## config.mk

```make
export PLATFORM = sky130hd
export DESIGN_NAME = alu_operand_stage
export DESIGN_NICKNAME = d
export VERILOG_FILES = /design/src/rtl/alu_operand_stage.sv
export SDC_FILE = /design/constraint.sdc
export NUM_CORES = 1
export LEC_CHECK = 0
export ABC_CLOCK_PERIOD_IN_PS = 3600
export CAP_MARGIN = 0
export CORE_AREA = 2 2 148 150
export CTS_CLUSTER_SIZE = 16
export DETAILED_ROUTE_END_ITERATION = 7
export DIE_AREA = 0 0 150 152
export PLACE_DENSITY = 0.85
export SYNTH_ARGS = -nofsm -noshare
export SYNTH_HDL_FRONTEND = slang
export SYNTH_SLANG_ARGS = --single-unit
```

## constraint.sdc

```tcl
create_clock -name clk -period 3.6 [get_ports clk]
set_input_delay 0.72 -clock clk [delete_from_list [all_inputs] [get_ports clk]]
set_output_delay 0.72 -clock clk [all_outputs]
set_load 0.02 [all_outputs]
```

## src/rtl/alu_operand_stage.sv

```systemverilog
// Decode-to-execute operand stage: builds the RV32I immediate, selects ALU operand B
// and holds up to two entries in a skid buffer with registered in_ready/out_valid.
module alu_operand_stage #(
    parameter int XLEN = 32
) (
    input  logic            clk,
    input  logic            rst_n,
    input  logic            flush,
    input  logic            in_valid,
    output logic            in_ready,
    input  logic [31:0]     in_instr,
    input  logic [2:0]      in_imm_type,
    input  logic            in_alusrc,
    input  logic [XLEN-1:0] in_rd1,
    input  logic [XLEN-1:0] in_rd2,
    output logic            out_valid,
    input  logic            out_ready,
    output logic [XLEN-1:0] out_op_a,
    output logic [XLEN-1:0] out_op_b,
    output logic [XLEN-1:0] out_rs2,
    output logic [XLEN-1:0] out_imm
);

    localparam logic ALU_RD2    = 1'b0;
    localparam logic ALU_EXTEND = 1'b1;
    localparam int   EW         = 4 * XLEN;

    typedef enum logic [1:0] {
        ST_EMPTY = 2'd0,
        ST_ONE   = 2'd1,
        ST_FULL  = 2'd2
    } state_t;

    function automatic logic [31:0] extend_imm(input logic [31:0] i, input logic [2:0] t);
        logic [31:0] v;
        case (t)
            3'd0:    v = {{20{i[31]}}, i[31:20]};
            3'd1:    v = {{20{i[31]}}, i[31:25], i[11:7]};
            3'd2:    v = {{19{i[31]}}, i[31], i[7], i[30:25], i[11:8], 1'b0};
            3'd3:    v = {i[31:12], 12'd0};
            3'd4:    v = {{11{i[31]}}, i[31], i[19:12], i[20], i[30:21], 1'b0};
            default: v = 32'd0;
        endcase
        return v;
    endfunction

    state_t          r_state;
    state_t          w_state_nxt;
    logic            r_in_ready;
    logic            r_out_valid;
    logic [EW-1:0]   r_head;
    logic [EW-1:0]   r_tail;
    logic [EW-1:0]   w_entry;
    logic [XLEN-1:0] w_imm;
    logic [XLEN-1:0] w_op_b;
    logic            w_accept;
    logic            w_release;
    logic            w_load_head;
    logic            w_load_tail;
    logic            w_head_from_tail;

    assign w_imm     = extend_imm(in_instr, in_imm_type);
    assign w_accept  = in_valid & r_in_ready;
    assign w_release = r_out_valid & out_ready;
    assign w_entry   = {in_rd1, w_op_b, in_rd2, w_imm};

    // Operand B source mux driven by the decoder's ALU source encoding.
    always_comb begin
        w_op_b = in_rd2;
        case (in_alusrc)
            ALU_RD2:    w_op_b = in_rd2;
            ALU_EXTEND: w_op_b = w_imm;
            default:    w_op_b = in_rd2;
        endcase
    end

    // Buffer next-state and entry load steering; flush overrides every handshake.
    always_comb begin
        w_state_nxt      = r_state;
        w_load_head      = 1'b0;
        w_load_tail      = 1'b0;
        w_head_from_tail = 1'b0;
        if (flush) begin
            w_state_nxt = ST_EMPTY;
        end else begin
            case (r_state)
                ST_EMPTY: begin
                    if (w_accept) begin
                        w_state_nxt = ST_ONE;
                        w_load_head = 1'b1;
                    end else begin
                        w_state_nxt = ST_EMPTY;
                    end
                end
                ST_ONE: begin
                    if (w_accept && w_release) begin
                        w_state_nxt = ST_ONE;
                        w_load_head = 1'b1;
                    end else if (w_accept) begin
                        w_state_nxt = ST_FULL;
                        w_load_tail = 1'b1;
                    end else if (w_release) begin
                        w_state_nxt = ST_EMPTY;
                    end else begin
                        w_state_nxt = ST_ONE;
                    end
                end
                ST_FULL: begin
                    if (w_release) begin
                        w_state_nxt      = ST_ONE;
                        w_head_from_tail = 1'b1;
                    end else begin
                        w_state_nxt = ST_FULL;
                    end
                end
                default: w_state_nxt = ST_EMPTY;
            endcase
        end
    end

    // State register with handshake flags decoded from the next state.
    always_ff @(posedge clk or negedge rst_n) begin
        if (!rst_n) begin
            r_state     <= ST_EMPTY;
            r_in_ready  <= 1'b1;
            r_out_valid <= 1'b0;
        end else begin
            r_state     <= w_state_nxt;
            r_in_ready  <= (w_state_nxt != ST_FULL);
            r_out_valid <= (w_state_nxt != ST_EMPTY);
        end
    end

    // Entry storage: head always holds the oldest entry.
    always_ff @(posedge clk or negedge rst_n) begin
        if (!rst_n) begin
            r_head <= {EW{1'b0}};
            r_tail <= {EW{1'b0}};
        end else begin
            if (w_load_head) begin
                r_head <= w_entry;
            end else if (w_head_from_tail) begin
                r_head <= r_tail;
            end else begin
                r_head <= r_head;
            end
            if (w_load_tail) begin
                r_tail <= w_entry;
            end else begin
                r_tail <= r_tail;
            end
        end
    end

    assign in_ready  = r_in_ready;
    assign out_valid = r_out_valid;
    assign out_op_a  = r_head[4*XLEN-1:3*XLEN];
    assign out_op_b  = r_head[3*XLEN-1:2*XLEN];
    assign out_rs2   = r_head[2*XLEN-1:XLEN];
    assign out_imm   = r_head[XLEN-1:0];

endmodule
```

==> results_dict.tcl <==
set metrics [dict create \
    outcome "finished, final reports clean" \
    worstMarginPinSlew_ns 0.9597 \
    p_int_mw 6.842 \
    report.final.slew_viol_count 0 \
    p_seq_share_pct 44.1 \
    clkTransAtPathRegs_ns 0.06 \
    ctsResizeCount 0 \
    drtIter0Drc 775 \
    ys_ff_latch 260 \
    layout_min_cycle_time_ns 2.506 \
    die_x_um 150 \
    clock-sinks 260 \
    ys_types 46 \
    clk_latency_ns 0.53 \
    synth_compound_area_share_pct 16.87 \
    syn_nets 1401 \
    wire_per_inst_um 18.93 \
    dr.pass1.iters 7 \
    synthAdderAreaFrac_pct 0.3013 \
    power_per_cell_area_nw_per_um2 677.1 \
    vias_per_cell 5.884 \
    synth_cells 1294 \
    place_congestion 0.8648 \
    clock_skew_ns 0.006855 \
    postCtsSetupBuffers 0 \
    finish.utilization_pct 70.16 \
    clock.fmax_mhz 399.1 \
    dp.cells 1726 \
    root_buffer "clkbuf_16" \
    critPathKind "input pin to flip-flop" \
    dp_hpwl_mm 22.07 \
    tns_ns 0 \
    finalCritPeriodShare_pct 69.61 \
    grt-ovfl-total 0 \
    antenna_found_initial 1 \
    net-switching-power_mw 3.301 \
    synth_edf_count 0 \
    start_util_pct 54.45 \
    rsz0062_at_grt "no" \
    core_area_um2 21350 \
    die-area_um2 22800 \
    pwr-share-comb_pct 29.3 \
    synth_xor_area_share_pct 0.07533 \
    swShare_pct 32.55 \
    htreeDepth 1 \
    layout_commonest_cell "nand2_1" \
    whs_ns 0.1774 \
    netlist_area_um2 11630 \
    reg2reg_from "out_valid" \
    cts_tree "done" \
    layout_common_cells "409 x nand2_1, 259 x dfrtp_1, 225 x clkdlybuf4s50_1" \
    setup_violations 0 \
    synth_flop_cell "dfrtp_1" \
    fp-row-count 54 \
    vdd_drop_max_mv 0.5021 \
    synth_mux_area_share_pct 1.291 \
    nNetsFinal 1582 \
    ios 235 \
    yosys_warnings 0 \
    grt_max_degree 99 \
    area_growth_pct 28.84 \
    power.leakage_nw 6.784 \
    chipHeight_um 152 \
    grt_first_pass_wirelength_mm 53.42 \
    worstPathRequired_ns 3.99 \
    fin_cells 1774 \
    ys_seq_area_share_pct 55.97 \
    design_power_total_mw 10.14 \
    arrival_ns 2.90 \
    synth_top_family_by_area "simple AND/OR/NAND/NOR gates" \
    antenna_left 0 \
    slew_headroom_pct 36.02 \
    hold_path_class "input pin to async pin" \
    crit_start "out_ready" \
    grt_usage_pct 29.02 \
    end_kind "flip-flop" \
    drive_above_1_share_pct 5.358 \
    grt_pass1_vias 10150 \
    hold_viol 0 \
    hold_buffers 0 \
    clock_tree.buffer_depth 3 \
    io_buffers 227 \
    yosys.area_share.simple_pct 21.14 \
    drv_cap 0 \
    async_flop_share_pct 100.0 \
    avgSynthCellArea_um2 8.985 \
    numCtsBuffers 27 \
    via_count 10440 \
    post-route-drc-count 0 \
    power_frac_clock_pct 26.6 \
    critPathLaunchType "input pin" \
    cp_max_fo 25 \
    drt_wl_total_mm 33.58 \
]
## metal layers
metal  part of all wire, %  GRT usage [%]  vias to the layer above
met5                     0              0                        -
met4                   2.7          9.164                        0
met3                   9.1          7.387                       73
met2                    47          45.42                      445
met1                    41          40.01                     5138
li1                      -              -                     4783
## per-stage QoR
stage	setup WS [ns]	area, um2
global route	0.9420	14980
finish	1.094	14980
detailed placement	0.5932	14120
CTS	1.111	14980
global placement	0.6425	14120
floorplan	1.459	11630
## Yosys cell counts, types with 11 or more instances
master,instances,area (um2)
o21ai_0,57,285.3
nor2_1,128,480.5
o211ai_1,27,202.7
a31oi_1,81,506.7
nand3b_1,11,82.58
nand2_1,410,1539
clkbuf_1,36,135.1
mux2i_1,15,150.1
a221o_1,18,180.2
dfrtp_1,259,6481
buf_2,56,280.3
o31ai_1,24,180.2
a21oi_1,57,285.3
## path summary, 6_finish.rpt
path | endpoint | slack [ns] | depth (start not counted)
hold reg to reg | r_tail[16] | 0.47 | 2
setup reg to reg | r_head[2] | 1.32 | 7
max in group asynchronous | in_ready | 2.45 | 2
hold / removal | r_head[98] | 0.18 | 1
setup / recovery | r_head[2] | 1.09 | 8
min in group clk | r_tail[16] | 0.47 | 2
## cell families after synthesis
group                      Yosys count
DFF                                260
AOI/OAI and AO/OA                  304
xor gates and xnor gates             1
and+or+nand+nor                    602
buffers and inverters              109
muxes                               15
adders and majority gates            3
## area by class of cell
class	count	area, um2
Antenna cell	1	2.502
Clock buffer	41	798.3
Clock inverter	6	55.05
Fill cell	1652	6371
Inverter	5	18.77
Multi-Input combinational cell	925	4657
Sequential cell	260	6507
Tap cell	280	350.3
Timing Repair Buffer	256	2590
## power groups by stage
stage	Combinational [mW]	Sequential, mW	Clock (mW)
after global placement	2.87	4.44	0
after floorplan	1.09	4.87	0
final	2.97	4.47	2.70
after CTS	2.98	4.45	2.73
after detailed placement	2.96	4.48	0
after global routing	3.24	4.57	2.85
## worst max-delay path: stages
cell and delay [ns]:
clkdlybuf4s50_1 0.43, and2_0 0.21, ha_1 0.23, nand2_1 0.20
a21o_4 0.37, buf_4 0.34, nor2_1 0.10, a221o_1 0.29
## registers in the layout, summed over array words and instances, names as in the netlist
signal     flops
r_head       128
r_tail       128
r_state        2
in_ready       1
out_valid      1
Note: power is estimated with default switching activity, not from simulation.
